## src/rtl/servo_pwm_bank_if.sv

```systemverilog
// Command port of the servo PWM bank.
// Carries per-channel pulse-width requests from the motion controller
// (master) to the PWM bank (slave) with a valid/ready handshake, plus the
// one-cycle error flag returned for commands addressing a missing channel.
//   cmd_valid  master->slave  command present, payload held until accepted
//   cmd_ready  slave->master  command can be accepted this cycle
//   cmd_ch     master->slave  target channel index
//   cmd_pulse  master->slave  requested pulse width in clk cycles
//   cmd_err    slave->master  accepted command had an out-of-range channel
interface servo_pwm_bank_if #(
  parameter int unsigned NUM_CH = 2,
  parameter int unsigned CNT_W  = 21
);
  localparam int unsigned CH_W = (NUM_CH > 1) ? $clog2(NUM_CH) : 1;

  logic             cmd_valid;
  logic             cmd_ready;
  logic [CH_W-1:0]  cmd_ch;
  logic [CNT_W-1:0] cmd_pulse;
  logic             cmd_err;

  modport master (
    output cmd_valid,
    output cmd_ch,
    output cmd_pulse,
    input  cmd_ready,
    input  cmd_err
  );

  modport slave (
    input  cmd_valid,
    input  cmd_ch,
    input  cmd_pulse,
    output cmd_ready,
    output cmd_err
  );
endinterface

```

## src/rtl/servo_pwm_bank.sv

```systemverilog
// N-channel hobby-servo PWM generator sharing one frame counter.
// Pulse targets arrive over the command interface and are clamped to
// [PULSE_MIN, PULSE_MAX]; the active width of each channel slews toward its
// target by at most STEP counts per frame (STEP=0 jumps directly).
// Ports:
//   clk          clock
//   rst          synchronous active-high reset
//   cmd          command interface (slave side): valid/ready/ch/pulse/err
//   enable       per-channel output enable, sampled at the frame boundary
//   pwm_out      registered servo PWM outputs
//   settled      per channel: active width equals target
//   frame_start  one-cycle pulse on the first cycle of each frame
module servo_pwm_bank #(
  parameter int unsigned NUM_CH    = 2,
  parameter int unsigned CNT_W     = 21,
  parameter int unsigned PERIOD    = 2_000_000,
  parameter int unsigned PULSE_MIN = 100_000,
  parameter int unsigned PULSE_MAX = 200_000,
  parameter int unsigned PULSE_CTR = 150_000,
  parameter int unsigned STEP      = 1_000
) (
  input  logic              clk,
  input  logic              rst,
  servo_pwm_bank_if.slave   cmd,
  input  logic [NUM_CH-1:0] enable,
  output logic [NUM_CH-1:0] pwm_out,
  output logic [NUM_CH-1:0] settled,
  output logic              frame_start
);

  localparam int unsigned CH_W   = (NUM_CH > 1) ? $clog2(NUM_CH) : 1;
  localparam int unsigned DIFF_W = CNT_W + 1;

  localparam logic [CNT_W-1:0] LAST  = CNT_W'(PERIOD - 1);
  localparam logic [CNT_W-1:0] PMIN  = CNT_W'(PULSE_MIN);
  localparam logic [CNT_W-1:0] PMAX  = CNT_W'(PULSE_MAX);
  localparam logic [CNT_W-1:0] PCTR  = CNT_W'(PULSE_CTR);
  localparam logic [CNT_W-1:0] PSTEP = CNT_W'(STEP);

  // Frame counter and frame-level flags
  logic [CNT_W-1:0] cnt_q, cnt_d;
  logic             frame_end;
  logic             frame_start_q, frame_start_d;
  logic             cmd_ready_q, cmd_ready_d;
  logic             cmd_err_q, cmd_err_d;

  // Per-channel state
  logic [CNT_W-1:0]  tgt_q [NUM_CH];
  logic [CNT_W-1:0]  tgt_d [NUM_CH];
  logic [CNT_W-1:0]  cur_q [NUM_CH];
  logic [CNT_W-1:0]  cur_d [NUM_CH];
  logic [NUM_CH-1:0] en_q, en_d;
  logic [NUM_CH-1:0] pwm_q, pwm_d;

  // Command decode
  logic             accept;
  logic             ch_ok;
  logic [CNT_W-1:0] pulse_clamped;

  // One frame-boundary slew step of cur toward tgt, at most STEP counts.
  function automatic logic [CNT_W-1:0] slew(input logic [CNT_W-1:0] cur,
                                            input logic [CNT_W-1:0] tgt);
    logic signed [DIFF_W-1:0] diff;
    logic        [CNT_W-1:0]  mag;
    diff = $signed({1'b0, tgt}) - $signed({1'b0, cur});
    mag  = diff[DIFF_W-1] ? CNT_W'(-diff) : CNT_W'(diff);
    if (STEP == 0 || mag <= PSTEP) begin
      return tgt;
    end else if (diff[DIFF_W-1]) begin
      return cur - PSTEP;
    end else begin
      return cur + PSTEP;
    end
  endfunction

  // Frame counter; ready is registered from the next count so it is low
  // exactly in the boundary cycle where targets feed the slew update.
  always_comb begin
    frame_end     = (cnt_q == LAST);
    cnt_d         = frame_end ? '0 : cnt_q + CNT_W'(1);
    frame_start_d = frame_end;
    cmd_ready_d   = (cnt_d != LAST);
  end

  // Command acceptance, channel range check and clamp
  always_comb begin
    accept    = cmd.cmd_valid & cmd_ready_q;
    ch_ok     = (32'(cmd.cmd_ch) < NUM_CH);
    cmd_err_d = accept & ~ch_ok;
    if (cmd.cmd_pulse < PMIN) begin
      pulse_clamped = PMIN;
    end else if (cmd.cmd_pulse > PMAX) begin
      pulse_clamped = PMAX;
    end else begin
      pulse_clamped = cmd.cmd_pulse;
    end
  end

  // Per-channel target capture, boundary slew/enable sampling and PWM compare
  always_comb begin
    tgt_d = tgt_q;
    cur_d = cur_q;
    en_d  = en_q;
    pwm_d = '0;
    for (int i = 0; i < NUM_CH; i++) begin
      pwm_d[i] = en_q[i] & (cnt_q < cur_q[i]);
      if (accept && ch_ok && (cmd.cmd_ch == CH_W'(i))) begin
        tgt_d[i] = pulse_clamped;
      end
      if (frame_end) begin
        cur_d[i] = slew(cur_q[i], tgt_q[i]);
        en_d[i]  = enable[i];
      end
    end
  end

  // Settled flags straight from registered state
  always_comb begin
    settled = '0;
    for (int i = 0; i < NUM_CH; i++) begin
      settled[i] = (cur_q[i] == tgt_q[i]);
    end
  end

  // State registers
  always_ff @(posedge clk) begin
    if (rst) begin
      cnt_q         <= '0;
      frame_start_q <= 1'b0;
      cmd_ready_q   <= 1'b1;
      cmd_err_q     <= 1'b0;
      en_q          <= '0;
      pwm_q         <= '0;
      for (int i = 0; i < NUM_CH; i++) begin
        tgt_q[i] <= PCTR;
        cur_q[i] <= PCTR;
      end
    end else begin
      cnt_q         <= cnt_d;
      frame_start_q <= frame_start_d;
      cmd_ready_q   <= cmd_ready_d;
      cmd_err_q     <= cmd_err_d;
      en_q          <= en_d;
      pwm_q         <= pwm_d;
      tgt_q         <= tgt_d;
      cur_q         <= cur_d;
    end
  end

  assign cmd.cmd_ready = cmd_ready_q;
  assign cmd.cmd_err   = cmd_err_q;
  assign pwm_out       = pwm_q;
  assign frame_start   = frame_start_q;

endmodule
```

## src/flat_wrapper.sv

```systemverilog
// flat-port wrapper written by rule: the top's interface ports become plain ports
module servo_pwm_bank_flat 
#(
  parameter int unsigned NUM_CH    = 2,
  parameter int unsigned CNT_W     = 21,
  parameter int unsigned PERIOD    = 2_000_000,
  parameter int unsigned PULSE_MIN = 100_000,
  parameter int unsigned PULSE_MAX = 200_000,
  parameter int unsigned PULSE_CTR = 150_000,
  parameter int unsigned STEP      = 1_000
)
  (clk, rst, enable, pwm_out, settled, frame_start, cmd_cmd_valid, cmd_cmd_ch, cmd_cmd_pulse, cmd_cmd_ready, cmd_cmd_err);
  servo_pwm_bank_if #(.NUM_CH(NUM_CH), .CNT_W(CNT_W)) cmd_i ();
  input  logic clk;
  input  logic rst;
  input  logic [NUM_CH-1:0] enable;
  output logic [NUM_CH-1:0] pwm_out;
  output logic [NUM_CH-1:0] settled;
  output logic frame_start;
  input wire logic [$bits(cmd_i.cmd_valid)-1:0] cmd_cmd_valid;
  input wire logic [$bits(cmd_i.cmd_ch)-1:0] cmd_cmd_ch;
  input wire logic [$bits(cmd_i.cmd_pulse)-1:0] cmd_cmd_pulse;
  output wire logic [$bits(cmd_i.cmd_ready)-1:0] cmd_cmd_ready;
  output wire logic [$bits(cmd_i.cmd_err)-1:0] cmd_cmd_err;
  assign cmd_i.cmd_valid = cmd_cmd_valid;
  assign cmd_i.cmd_ch = cmd_cmd_ch;
  assign cmd_i.cmd_pulse = cmd_cmd_pulse;
  assign cmd_cmd_ready = cmd_i.cmd_ready;
  assign cmd_cmd_err = cmd_i.cmd_err;
  servo_pwm_bank #(.NUM_CH(NUM_CH), .CNT_W(CNT_W), .PERIOD(PERIOD), .PULSE_MIN(PULSE_MIN), .PULSE_MAX(PULSE_MAX), .PULSE_CTR(PULSE_CTR), .STEP(STEP)) u_core (.clk(clk), .rst(rst), .cmd(cmd_i), .enable(enable), .pwm_out(pwm_out), .settled(settled), .frame_start(frame_start));
endmodule
```

## config.mk

```make
export PLATFORM = sky130hd
export DESIGN_NAME = servo_pwm_bank_flat
export DESIGN_NICKNAME = d
export VERILOG_FILES = /design/src/rtl/servo_pwm_bank_if.sv /design/src/rtl/servo_pwm_bank.sv /design/src/flat_wrapper.sv
export SDC_FILE = /design/constraint.sdc
export NUM_CORES = 1
export LEC_CHECK = 0
export CORE_MARGIN = 1.5
export CORE_UTILIZATION = 35
export CTS_BUF_LIST = sky130_fd_sc_hd__clkbuf_8
export DETAILED_ROUTE_END_ITERATION = 16
export PLACE_DENSITY = 0.58
export SLEW_MARGIN = 20
export SYNTH_ARGS = -nofsm -noshare
export SYNTH_HDL_FRONTEND = slang
export SYNTH_SLANG_ARGS = --single-unit
```

## constraint.sdc

```tcl
create_clock -name clk -period 4.65 [get_ports clk]
set_input_delay 0.465 -clock clk [delete_from_list [all_inputs] [get_ports clk]]
set_output_delay 0.465 -clock clk [all_outputs]
set_load 0.02 [all_outputs]
```

Yosys cells after proc, flatten, opt, wreduce, memory -nomap -nowiden:

Cells that the tools add are included.

* reductions and logical operators: 2
* muxes and demuxes: 9
* bitwise logic cells: 4
* equal/unequal tests: 4
* add/sub/neg operators: 9
* $lt $le $gt $ge: 6

Operators with widths (number)
* two-way mux 21 bit: 9
* subtractor 21 x 21 -> 22 bit: 2
* adder 21 x 10 -> 21 bit (second input constant): 2
* == test 21 bit: 2
* <= comparator 21 x 10 -> 1 bit (second input constant): 2
* less-than comparator 21 bit: 2
* negator 21 bit: 2
* subtractor 21 x 10 -> 21 bit (second input constant): 2
* adder 21 x 1 -> 21 bit (second input constant): 1
* == test 21 bit (second input constant): 1
* greater-than comparator 21 x 18 -> 1 bit (second input constant): 1
* less-than comparator 21 x 17 -> 1 bit (second input constant): 1
* inequality test 21 bit (second input constant): 1
* bitwise AND 1 bit: 3
* logical AND 1 bit: 2
* NOT 1 bit: 1

* input port bits: 27
* register bits after elaboration: 111
* output and inout port bits: 7

Logic depth before layout (Yosys ltp):

* depth after elaboration: 5
* mapped depth: 24
* depth with buffers taken out: 22

Worst setup path after synthesis:

Ideal clock, no wire load.

* kind: register to register
* from: register u_core.cur_q[25] (netlist name)
* to: register u_core.cur_q[39] (netlist name)
* arrival: 4839 ps
* setup slack: -308 ps
* cell stages (with the launch flop): 24
* cells stage by stage: dfxtp_1 -> inv_1 -> ha_1 -> clkbuf_1 -> nand3_1 -> o21bai_1 -> a21oi_1 -> o211a_1 -> o31a_1 -> buf_2 -> clkinv_1 -> ha_1 -> a21o_1 -> a21oi_1 -> nand2b_1 -> a21boi_0 -> o41a_1 -> a41oi_1 -> a21boi_0 -> a21oi_1 -> o21bai_1 -> a21oi_1 -> xnor2_1 -> o221a_2

* cells in the longest elaborated chain, start to end: 5

Ends and longest elaborated chain
* start: declaration: RTL line servo_pwm_bank.sv:50 `logic [CNT_W-1:0] cur_q [NUM_CH];`
* start signal: assignment: RTL line servo_pwm_bank.sv:146 `cur_q <= cur_d;`
* subtractor 21 x 21 -> 22 bit: RTL line servo_pwm_bank.sv:65 `diff = $signed({1'b0, tgt}) - $signed({1'b0, cur});`
* negator 21 bit: RTL line servo_pwm_bank.sv:66 `mag = diff[DIFF_W-1] ? CNT_W'(-diff) : CNT_W'(diff);`
* two-way mux 21 bit: RTL line servo_pwm_bank.sv:66
* <= comparator 21 x 10 -> 1 bit: RTL line servo_pwm_bank.sv:67 `if (STEP == 0 || mag <= PSTEP) begin`
* two-way mux 21 bit (*): RTL line servo_pwm_bank.sv:67

Every way passes the cells marked *; elsewhere a longest branch is shown, timed or not.
A chain may end at the register's enable or synchronous reset.

Worst setup path in the final report:

* from: register u_core.cur_q[29] (netlist name)
* to: register u_core.cur_q[40] (netlist name)

The elaborated chain is that of the path after synthesis.

==> impl_metrics.env <==
export IMPL_multi_input_area_mm2=0.00846
export IMPL_hold_violations=0
export IMPL_maxCapViolations=0
export IMPL_mostFrequentLayoutCells="nor2_1, ha_1, nand2_1"
export IMPL_numCtsBuffers=9
export IMPL_tightestPinTransition_ns=0.966
export IMPL_min_period_ns=4.45
export IMPL_p_total_mw=3.00
export IMPL_critical_path_class="flip-flop to flip-flop"
export IMPL_htree_levels=3
export IMPL_fillers=3220
export IMPL_status="finished clean"
export IMPL_wl_met1_um=16000
export IMPL_yosysWarnings=0
export IMPL_ant_nets=0
export IMPL_cts_tree="done"
export IMPL_antenna_cells=0
export IMPL_hold_class="flip-flop to flip-flop"
export IMPL_max_slew_margin_rel_pct=35.4
export IMPL_rows=65
export IMPL_clk_latency_ns=0.40
export IMPL_cts_path_max_buffers=2
export IMPL_synth_edf_count=0
export IMPL_ir_drop_uv=145
export IMPL_drt_total_wl_um=34500
export IMPL_layout_worst_path_cycle_share_pct=95.8
export IMPL_reg2regPathDepth=21
export IMPL_core_area_mm2=0.0314
export IMPL_syn_area_per_cell_um2=7.67
export IMPL_dpl_cell_count=1925
export IMPL_worstPathRequired_ns=4.95
export IMPL_drt_iter0_markers=719
export IMPL_critPathMaxFanout=5
export IMPL_syn_num_nets=1599
export IMPL_cts_root_buf="clkbuf_8"
export IMPL_leakagePower_nw=5.54
export IMPL_viasPerCell=5.67
export IMPL_reg2reg_to="u_core.cur_q[40]"
export IMPL_synth_area_mm2=0.0111
export IMPL_first_global_vias=10600
export IMPL_gp_congestion=0.941
export IMPL_worstPathArrival_ns=4.76
export IMPL_yosysUniqueCellTypes=95
export IMPL_die_w_um=181
export IMPL_io_pins=34
export IMPL_layout_commonest_cell="nor2_1"
export IMPL_grt_max_degree=57
export IMPL_dr_wl_met2_um=16700
export IMPL_regArea_mm2=0.00223
export IMPL_fp_dieArea_mm2=0.0329
export IMPL_drtPass1Iterations=7
export IMPL_die_y_um=181
export IMPL_synth_ff_type="dfxtp_1"
export IMPL_setup_viol=0
export IMPL_final_net_count=1689
export IMPL_clock_sinks=111
export IMPL_netlist_instances=1451
export IMPL_antenna_found_initial=0
export IMPL_yosysSeqAreaShare_pct=20.0
export IMPL_clk_pin_slew_ns=0.11
export IMPL_vias=11000
export IMPL_whs_ns=0.490
export IMPL_slew_violations=0
export IMPL_area_growth_pct=15.0
export IMPL_endpoint="u_core.cur_q[40]"
export IMPL_instances_no_fill=1948
export IMPL_worst_r2r_setup_slack_ns=0.20
export IMPL_crit_path_start="u_core.cur_q[29]"
export IMPL_async_reset_ff_share_pct=0
export IMPL_endpoint_kind="flip-flop"
export IMPL_dr_wl_met3_um=883
export IMPL_top_layer_used="met4"
export IMPL_skew_ns=0.0153
export IMPL_post_dp_hpwl_um=26800
export IMPL_initial_utilization_pct=35.5
export IMPL_drc_errors=0
export IMPL_wl_per_cell_um=17.7
export IMPL_layout_drive_gt1_share_pct=12.7
export IMPL_portBuffers=32
export IMPL_overflow=0
export IMPL_max_freq_ghz=0.225
export IMPL_r2r_start="u_core.cur_q[29]"
export IMPL_grt_pass1_wl_um=55700
export IMPL_ys_seq_elements=111
export IMPL_grt_util_all_layers_pct=21.0
export IMPL_start_kind="flip-flop"
export IMPL_p_per_area_mw_per_mm2=234
==> worst max-delay path, cell delays in order, from the launching register on <==
cell and delay, ns:
dfxtp_1 0.35, inv_1 0.08, ha_1 0.35, a21oi_1 0.13, o21ai_0 0.11, or2_2 0.33
o211a_1 0.24, o31a_1 0.41, buf_4 0.18, fa_2 0.34, nor2b_1 0.12, o21ai_1 0.10
a21boi_2 0.17, o21ai_2 0.08, a21boi_2 0.17, o21ai_2 0.10, a21oi_2 0.23, o41ai_4 0.09
nand2b_1 0.09, o211ai_1 0.09, a311o_1 0.37, o221a_2 0.24
==> cell families after synthesis <==
family                   count (synthesis)  synth area share, %
AO/OA/AOI/OAI                          450                 28.7
XOR/XNOR                                77                 6.13
adder cells (fa/ha/maj)                121                 13.9
buffers and inverters                  141                 5.37
flip-flops                             111                 20.0
multiplexers                            28                 2.56
other                                    1               0.0337
AND/OR/NAND/NOR                        522                 23.3
==> state kept, by name, indices dropped and copies added (netlist names) <==
| signal | cells |
|---|---|
| u_core.cmd.cmd_ready | 1 |
| u_core.cnt_q | 21 |
| u_core.cur_q | 42 |
| u_core.en_q | 2 |
| u_core.frame_start | 1 |
| u_core.pwm_out | 2 |
| u_core.tgt_q | 42 |
==> synth_stat cells (17+ instances only) <==
library cell	n	area share (%)
a211oi_1	29	2.0
dfxtp_1	111	20
inv_1	75	2.5
and2_1	17	0.96
xor2_1	27	2.1
a211o_1	20	1.6
o21a_1	20	1.3
xnor2_1	49	3.9
nand3_1	63	2.8
and3_1	22	1.2
a21oi_1	96	4.3
clkbuf_1	43	1.4
nand2b_1	24	1.3
a21o_1	42	2.8
nand2_1	114	3.8
nor3_1	40	1.8
ha_1	117	13
nor2_1	138	4.7
mux2i_1	24	2.2
o21ai_0	63	2.8
==> final cells by class <==
type	instances	share of cell area, %
Multi-Input combinational cell	1199	66.1
Timing Repair Buffer	143	8.97
Clock buffer	9	0.967
Clock inverter	7	0.430
Inverter	77	2.27
Tap cell	402	3.93
Sequential cell	111	17.4
==> timing repair <==
item,CTS,global route
hold endpoints to repair,0,0
setup buffers,0,7
resized for setup,4,36
pin swaps,1,15
hold buffers,0,0
endpoints found under the setup margin,5,29
==> where the power goes <==
| part | leakage, nW | total (mW) | switching, mW | internal, mW |
|---|---|---|---|---|
| clock network | 0.0924 | 0.582 | 0.379 | 0.203 |
| logic | 4.55 | 1.43 | 0.783 | 0.650 |
| registers | 0.900 | 0.986 | 0.0186 | 0.967 |
==> how the worst min path moves through the flow <==
| stage | cells past startpoint | start | to | slack, ns |
|---|---|---|---|---|
| global placement | 2 | u_core.cur_q[2] | u_core.cur_q[2] | 0.46 |
| finish | 2 | u_core.en_q[1] | u_core.en_q[1] | 0.49 |
| detailed placement | 2 | u_core.tgt_q[21] | u_core.tgt_q[21] | 0.47 |
| global route | 2 | u_core.en_q[0] | u_core.en_q[0] | 0.51 |
| CTS | 2 | u_core.cur_q[2] | u_core.cur_q[2] | 0.49 |
| floorplan | 1 | u_core.cnt_q[0] | u_core.cnt_q[0] | 0.44 |
==> through the flow <==
| stage | setup TNS, ns | cell area, µm² | setup slack (ns) | utilization, % |
|---|---|---|---|---|
| 6_report | 0 | 12800 | 0.196 | 40.8 |
| 2_1_floorplan | -0.0952 | 11200 | -0.0952 | - |
| 3_5_place_dp | -0.164 | 12400 | -0.0829 | 39.7 |
| 3_3_place_gp | 0 | 12400 | 0.0261 | 39.7 |
| 4_1_cts | 0 | 12600 | 0.0194 | 40.3 |
| 5_1_grt | -0.0809 | 12800 | -0.0382 | 40.8 |
==> metal layers <==
| metal | global-route usage (%) | vias to the layer above |
|---|---|---|
| met5 | 0 | - |
| met4 | 7.10 | 0 |
| met3 | 1.49 | 56 |
| met2 | 37.5 | 209 |
| met1 | 26.7 | 5213 |
| li1 | - | 5566 |
Note: power is estimated with default switching activity, not from simulation.
